## src/rtl/cpu_pkg.sv

```systemverilog
// Shared fetch-side definitions: opcode constants, FSM state type and the J/JAL
// target helper used by the fetch pre-decode.
package cpu_pkg;

    localparam int WORD_W = 32;

    localparam logic [5:0] OP_J   = 6'b000010;
    localparam logic [5:0] OP_JAL = 6'b000011;

    typedef enum logic [1:0] {
        IDLE = 2'd0,
        REQ  = 2'd1,
        DROP = 2'd2
    } fetch_state_t;

    function automatic logic is_jump(input logic [WORD_W-1:0] instr);
        return (instr[31:26] == OP_J) || (instr[31:26] == OP_JAL);
    endfunction

    // Region bits come from the address after the jump, not the jump itself.
    function automatic logic [WORD_W-1:0] j_target(input logic [WORD_W-1:0] pc,
                                                   input logic [WORD_W-1:0] instr);
        logic [WORD_W-1:0] pc4;
        pc4 = pc + 32'd4;
        return {pc4[31:28], instr[25:0], 2'b00};
    endfunction

endpackage

```

## src/rtl/fetch_fifo.sv

```systemverilog
// Small {pc, instr} FIFO between fetch and decode; flush clears it in one edge
// and a push may land on a full FIFO only when a pop frees a slot that cycle.
module fetch_fifo
    import cpu_pkg::*;
#(
    parameter int DEPTH = 2
) (
    input  logic                  clk_CPU,
    input  logic                  rst_n,
    input  logic                  i_flush,
    input  logic                  i_push,
    input  logic [2*WORD_W-1:0]   i_push_data,
    input  logic                  i_pop,
    output logic [2*WORD_W-1:0]   o_head,
    output logic                  o_full,
    output logic                  o_empty
);

    localparam int AW = (DEPTH > 1) ? $clog2(DEPTH) : 1;
    localparam logic [AW:0] FULL_CNT = (AW+1)'(DEPTH);

    logic [2*WORD_W-1:0] r_mem [DEPTH];
    logic [AW-1:0]       r_wr_ptr;
    logic [AW-1:0]       r_rd_ptr;
    logic [AW:0]         r_count;
    logic                w_pop;
    logic                w_push;

    assign o_full  = (r_count == FULL_CNT);
    assign o_empty = (r_count == '0);
    assign o_head  = r_mem[r_rd_ptr];

    assign w_pop  = i_pop && !o_empty && !i_flush;
    assign w_push = i_push && !i_flush && (!o_full || w_pop);

    always_ff @(posedge clk_CPU or negedge rst_n) begin
        if (!rst_n) begin
            r_wr_ptr <= '0;
            r_rd_ptr <= '0;
            r_count  <= '0;
        end else if (i_flush) begin
            r_wr_ptr <= '0;
            r_rd_ptr <= '0;
            r_count  <= '0;
        end else begin
            if (w_push) r_wr_ptr <= r_wr_ptr + AW'(1);
            if (w_pop)  r_rd_ptr <= r_rd_ptr + AW'(1);
            if (w_push && !w_pop)      r_count <= r_count + (AW+1)'(1);
            else if (!w_push && w_pop) r_count <= r_count - (AW+1)'(1);
        end
    end

    always_ff @(posedge clk_CPU) begin
        if (w_push) r_mem[r_wr_ptr] <= i_push_data;
    end

endmodule

```

## src/rtl/fetch_stage_j.sv

```systemverilog
// Instruction fetch: owns the PC, issues req/ack word reads, pre-decodes J/JAL
// for a bubble-free redirect, and buffers words for decode in fetch_fifo.
module fetch_stage_j
    import cpu_pkg::*;
#(
    parameter logic [WORD_W-1:0] RESET_PC = 32'h0000_0000,
    parameter int                DEPTH    = 2
) (
    input  logic               clk_CPU,
    input  logic               rst_n,
    output logic               imem_req,
    output logic [WORD_W-1:0]  imem_addr,
    input  logic               imem_ack,
    input  logic [WORD_W-1:0]  imem_rdata,
    input  logic               branch_taken,
    input  logic [WORD_W-1:0]  branch_target,
    output logic               inst_valid,
    input  logic               inst_ready,
    output logic [WORD_W-1:0]  inst_data,
    output logic [WORD_W-1:0]  inst_pc
);

    localparam logic [WORD_W-1:0] PC_RST = RESET_PC & ~32'h3;

    fetch_state_t        r_state;
    fetch_state_t        w_next_state;
    logic [WORD_W-1:0]   r_pc;
    logic [WORD_W-1:0]   r_tgt;
    logic [WORD_W-1:0]   w_pc_next;
    logic [WORD_W-1:0]   w_tgt_next;
    logic [WORD_W-1:0]   w_br_tgt;
    logic [WORD_W-1:0]   w_tgt_cur;
    logic [WORD_W-1:0]   w_pc_ack;
    logic                w_push;
    logic                w_pop;
    logic                w_fifo_full;
    logic                w_fifo_empty;
    logic [2*WORD_W-1:0] w_head;

    assign w_br_tgt  = branch_target & ~32'h3;
    assign w_tgt_cur = branch_taken ? w_br_tgt : r_tgt;
    assign w_pc_ack  = is_jump(imem_rdata) ? j_target(r_pc, imem_rdata) : r_pc + 32'd4;

    always_ff @(posedge clk_CPU or negedge rst_n) begin
        if (!rst_n) r_state <= IDLE;
        else        r_state <= w_next_state;
    end

    // In DROP r_pc still holds the abandoned address; the redirect waits in r_tgt.
    always_ff @(posedge clk_CPU or negedge rst_n) begin
        if (!rst_n) begin
            r_pc  <= PC_RST;
            r_tgt <= PC_RST;
        end else begin
            r_pc  <= w_pc_next;
            r_tgt <= w_tgt_next;
        end
    end

    always_comb begin
        w_next_state = r_state;
        w_pc_next    = r_pc;
        w_tgt_next   = r_tgt;
        case (r_state)
            IDLE: begin
                w_next_state = REQ;
                if (branch_taken) w_pc_next = w_br_tgt;
            end
            REQ: begin
                if (branch_taken) begin
                    if (imem_req && !imem_ack) begin
                        w_next_state = DROP;
                        w_tgt_next   = w_br_tgt;
                    end else begin
                        w_pc_next = w_br_tgt;
                    end
                end else if (imem_req && imem_ack) begin
                    w_pc_next = w_pc_ack;
                end
            end
            DROP: begin
                if (imem_ack) begin
                    w_next_state = REQ;
                    w_pc_next    = w_tgt_cur;
                end else begin
                    w_tgt_next = w_tgt_cur;
                end
            end
            default: w_next_state = IDLE;
        endcase
    end

    // Requesting only while a slot is free reserves it, since nothing else pushes.
    always_comb begin
        imem_req  = 1'b0;
        imem_addr = r_pc;
        w_push    = 1'b0;
        case (r_state)
            REQ: begin
                imem_req = !w_fifo_full;
                w_push   = imem_req && imem_ack && !branch_taken;
            end
            DROP:    imem_req = 1'b1;
            default: imem_req = 1'b0;
        endcase
    end

    assign w_pop      = inst_valid && inst_ready;
    assign inst_valid = !w_fifo_empty;
    assign inst_pc    = inst_valid ? w_head[2*WORD_W-1:WORD_W] : '0;
    assign inst_data  = inst_valid ? w_head[WORD_W-1:0] : '0;

    fetch_fifo #(
        .DEPTH (DEPTH)
    ) u_fifo (
        .clk_CPU     (clk_CPU),
        .rst_n       (rst_n),
        .i_flush     (branch_taken),
        .i_push      (w_push),
        .i_push_data ({r_pc, imem_rdata}),
        .i_pop       (w_pop),
        .o_head      (w_head),
        .o_full      (w_fifo_full),
        .o_empty     (w_fifo_empty)
    );

endmodule
```

## config.mk

```make
export PLATFORM = sky130hd
export DESIGN_NAME = fetch_stage_j
export DESIGN_NICKNAME = d
export VERILOG_FILES = /design/src/rtl/cpu_pkg.sv /design/src/rtl/fetch_fifo.sv /design/src/rtl/fetch_stage_j.sv
export SDC_FILE = /design/constraint.sdc
export NUM_CORES = 1
export LEC_CHECK = 0
export CAP_MARGIN = 20
export CORE_UTILIZATION = 48
export DETAILED_ROUTE_END_ITERATION = 12
export GPL_TIMING_DRIVEN = 0
export HOLD_SLACK_MARGIN = 0.03
export PLACE_DENSITY = 0.74
export SETUP_SLACK_MARGIN = 0.3
export SLEW_MARGIN = 15
export SYNTH_ARGS = -nofsm -noshare
export SYNTH_HDL_FRONTEND = slang
export SYNTH_SLANG_ARGS = --single-unit
```

## constraint.sdc

```tcl
create_clock -name clk_CPU -period 4.75 [get_ports clk_CPU]
set_input_delay 0.95 -clock clk_CPU [delete_from_list [all_inputs] [get_ports clk_CPU]]
set_output_delay 0.95 -clock clk_CPU [all_outputs]
set_load 0.005 [all_outputs]
```

==> flow_summary.json <==
{
  "routed_wirelength_um": 26700,
  "cts_tree": "built",
  "numCtsBuffers": 17,
  "slew_headroom_pct": 35.5,
  "power.switching_w": 0.00257,
  "synth-seq-area-share_pct": 60.0,
  "cp_top_family": "buffers and inverters",
  "crit_type": "reg2out",
  "finalCritPeriodShare_pct": 82.8,
  "io_pins": 167,
  "die_width_um": 141,
  "root_buffer": "clkbuf_16",
  "grt_start_max_net_pins": 50,
  "max_cap_violations": 0,
  "fin_crit_ps": 3930,
  "portBuffers": 164,
  "combPwrFrac_pct": 39.4,
  "dp_slack_ps": 950,
  "final_layout_size_suffix_gt1_share_pct": 10.5,
  "antenna_cells": 0,
  "path_clk_slew_ps": 70,
  "final_hold_viol_count": 0,
  "post-place-cells": 1198,
  "stdcell_count": 1230,
  "crit_chain": "clkbuf_1, buf_1, mux2i_1, nor2_1, clkdlybuf4s50_1",
  "synthCells": 769,
  "post-dp-hpwl_um": 18600,
  "drc_errors": 0,
  "nets": 1031,
  "fmax_mhz": 254,
  "ir_worst_vdd_uv": 312,
  "core-area_mm2": 0.0189,
  "synth-async-reset-ratio_pct": 35.4,
  "synth_top_area_cell": "edfxtp_1",
  "leakagePower_nw": 4.15,
  "critPathArrivalTime_ps": 2980,
  "grt_pass1_wl_um": 40300,
  "yosys_warnings": 0,
  "antenna_found_initial": 0,
  "start_util_pct": 49.3,
  "mostFrequentLayoutCells": "clkdlybuf4s50_1, edfxtp_1, nor2_1",
  "grtUsageTotal_pct": 27.3,
  "synth_edf_count": 128,
  "rsz0062_at_grt": "no",
  "synth-main-ff-cell": "edfxtp_1",
  "path_depth": 5,
  "swShare_pct": 36.5,
  "postRouteAntennaNets": 0,
  "crit_path_end_kind": "output port",
  "wl_per_cell_um": 21.7,
  "status": "completed",
  "cp_data_required_time_ps": 3800,
  "synthToLayoutAreaGrowth_pct": 29.2,
  "yosys_register_bits": 198,
  "via_count": 7310,
  "h-tree-depth": 4,
  "synth.distinct_cells": 66,
  "syn_nets": 843,
  "worstSkewPairLatency_ps": 440,
  "fin_setup_tns_ps": 0,
  "setup_viol": 0,
  "clock_path_buffers": 2,
  "synth_top_cell_area_share_pct": 41.2,
  "gp_congestion": 0.904,
  "placed_area_mm2": 0.0114,
  "grt_overflow": 0,
  "rows": 50,
  "worstMarginPinSlew_ps": 968,
  "cts_resized": 0,
  "syn_avg_cell_area_um2": 12.1,
  "synth_area_leaders": "edfxtp_1, dfrtp_1, mux2i_1",
  "dieArea_mm2": 0.0200,
  "timing.hold.ws_ps": 408,
  "final_common_cell": "clkdlybuf4s50_1",
  "postCtsSetupBuffers": 0,
  "p_per_area_mw_per_mm2": 584,
  "crit_path_max_incr_delay_ps": 730,
  "die_h_um": 141,
  "hp-class": "in2async",
  "path_max_fanout": 10,
  "cp_slowest_cell": "clkbuf_1",
  "fin_area_mm2": 0.0120,
  "finalClockSkew_ps": 6.98,
  "cts_hold_buffers": 0,
  "synth_area_mm2": 0.00932,
  "dr.first_iter.drc_count": 818,
  "grt_pass1_vias": 6943,
  "p_clk_share_pct": 22.0,
  "rr_worst_depth": 8,
  "cp.buffers_inverters": 3,
  "drt-vias-per-instance": 5.94,
  "crit_path_start_kind": "flop",
  "clock_sinks": 198,
  "timing.final.ws_setup_ps": 818,
  "firstDrtPassIters": 9,
  "drv_slew": 0,
  "seqPwrFrac_pct": 38.6,
  "internal_power_w": 0.00447
}
## per-stage QoR
step / util (%) / total power [W]
4_1_cts: 63.7 / 0.00698
2_1_floorplan: - / 0.00421
3_5_place_dp: 60.4 / 0.00544
5_1_grt: 63.8 / 0.00736
3_3_place_gp: 59.7 / 0.00537
6_report: 63.8 / 0.00704
## cell type report
type                       count  area [µm²]
tap                          260         325
inverter                      16        60.1
fill                        1499        6850
sequential                   198        5600
multi-input combinational    505        3490
buffer                        50         203
timing repair buffer         169        1750
clock inverter                14         201
clock buffer                  18         429
## worst paths after layout
kind / start / endpoint / slack, ps
worst max register to register: r_state[1] / u_fifo.r_mem[1][58] / 1550
worst min register to register: r_tgt[13] / r_tgt[13] / 510
min in group clk_CPU: r_tgt[13] / r_tgt[13] / 510
max in group asynchronous: rst_n / imem_addr[22] / 3780
worst max-delay path: u_fifo.r_rd_ptr / inst_data[5] / 820
worst min-delay path: rst_n / r_tgt[3] / 410
## sequential cells by signal (all words and copies together) (netlist names)
name             flops
u_fifo.r_wr_ptr      1
r_state              2
u_fifo.r_rd_ptr      1
u_fifo.r_count       2
u_fifo.r_mem       128
r_tgt               32
imem_addr           32
## per-layer routing
metal | part of all wire [%] | up-vias | global-route usage [%]
met5 | 0 | - | 0
met3 | 8.8 | 64 | 4.86
met1 | 42 | 3580 | 37.6
li1 | - | 3257 | -
met4 | 2.9 | 0 | 12.5
met2 | 46 | 409 | 42.4
## power groups by stage
stage / combinational, W / sequential [W] / clock (W)
final: 0.00277 / 0.00272 / 0.00155
after global routing: 0.00298 / 0.00276 / 0.00162
after CTS: 0.00272 / 0.00270 / 0.00156
after detailed placement: 0.00270 / 0.00274 / 0
after global placement: 0.00264 / 0.00273 / 0
after floorplan: 0.00160 / 0.00262 / 0
## synth_stat cells (3+ instances only)
| cell | n |
|---|---|
| a211oi_1 | 4 |
| a21oi_1 | 12 |
| a2bb2oi_1 | 4 |
| a311oi_1 | 4 |
| a31oi_1 | 21 |
| a32o_1 | 3 |
| a32oi_1 | 4 |
| and2_1 | 3 |
| and3_1 | 5 |
| buf_1 | 10 |
| buf_2 | 5 |
| clkbuf_1 | 33 |
| dfrtp_1 | 70 |
| edfxtp_1 | 128 |
| ha_1 | 5 |
| inv_1 | 16 |
| mux2_2 | 37 |
| mux2i_1 | 70 |
| nand2_1 | 43 |
| nand2b_1 | 3 |
| nand3_1 | 11 |
| nand4_1 | 4 |
| nor2_1 | 95 |
| nor2b_1 | 7 |
| nor3_1 | 15 |
| nor4_1 | 6 |
| o211ai_1 | 5 |
| o21a_1 | 4 |
| o21ai_0 | 50 |
| o221a_2 | 7 |
| o22a_1 | 3 |
| o31ai_1 | 8 |
| or2_2 | 5 |
| or3_1 | 10 |
| or4_1 | 8 |
| xnor2_1 | 7 |
| xor2_1 | 7 |
## cell families (layout without fill, tap and decap cells)
logic type / after synthesis / after routing / share of synthesized area (%)
AOI/OAI and AO/OA: 152 / 152 / 11.3
DFF: 198 / 198 / 60.0
adders and majority gates: 5 / 5 / 0.671
and+or+nand+nor: 227 / 227 / 11.9
muxes: 107 / 107 / 12.0
buffers and inverters: 66 / 267 / 2.82
xor gates and xnor gates: 14 / 14 / 1.32
Note: power is estimated with default switching activity, not from simulation.
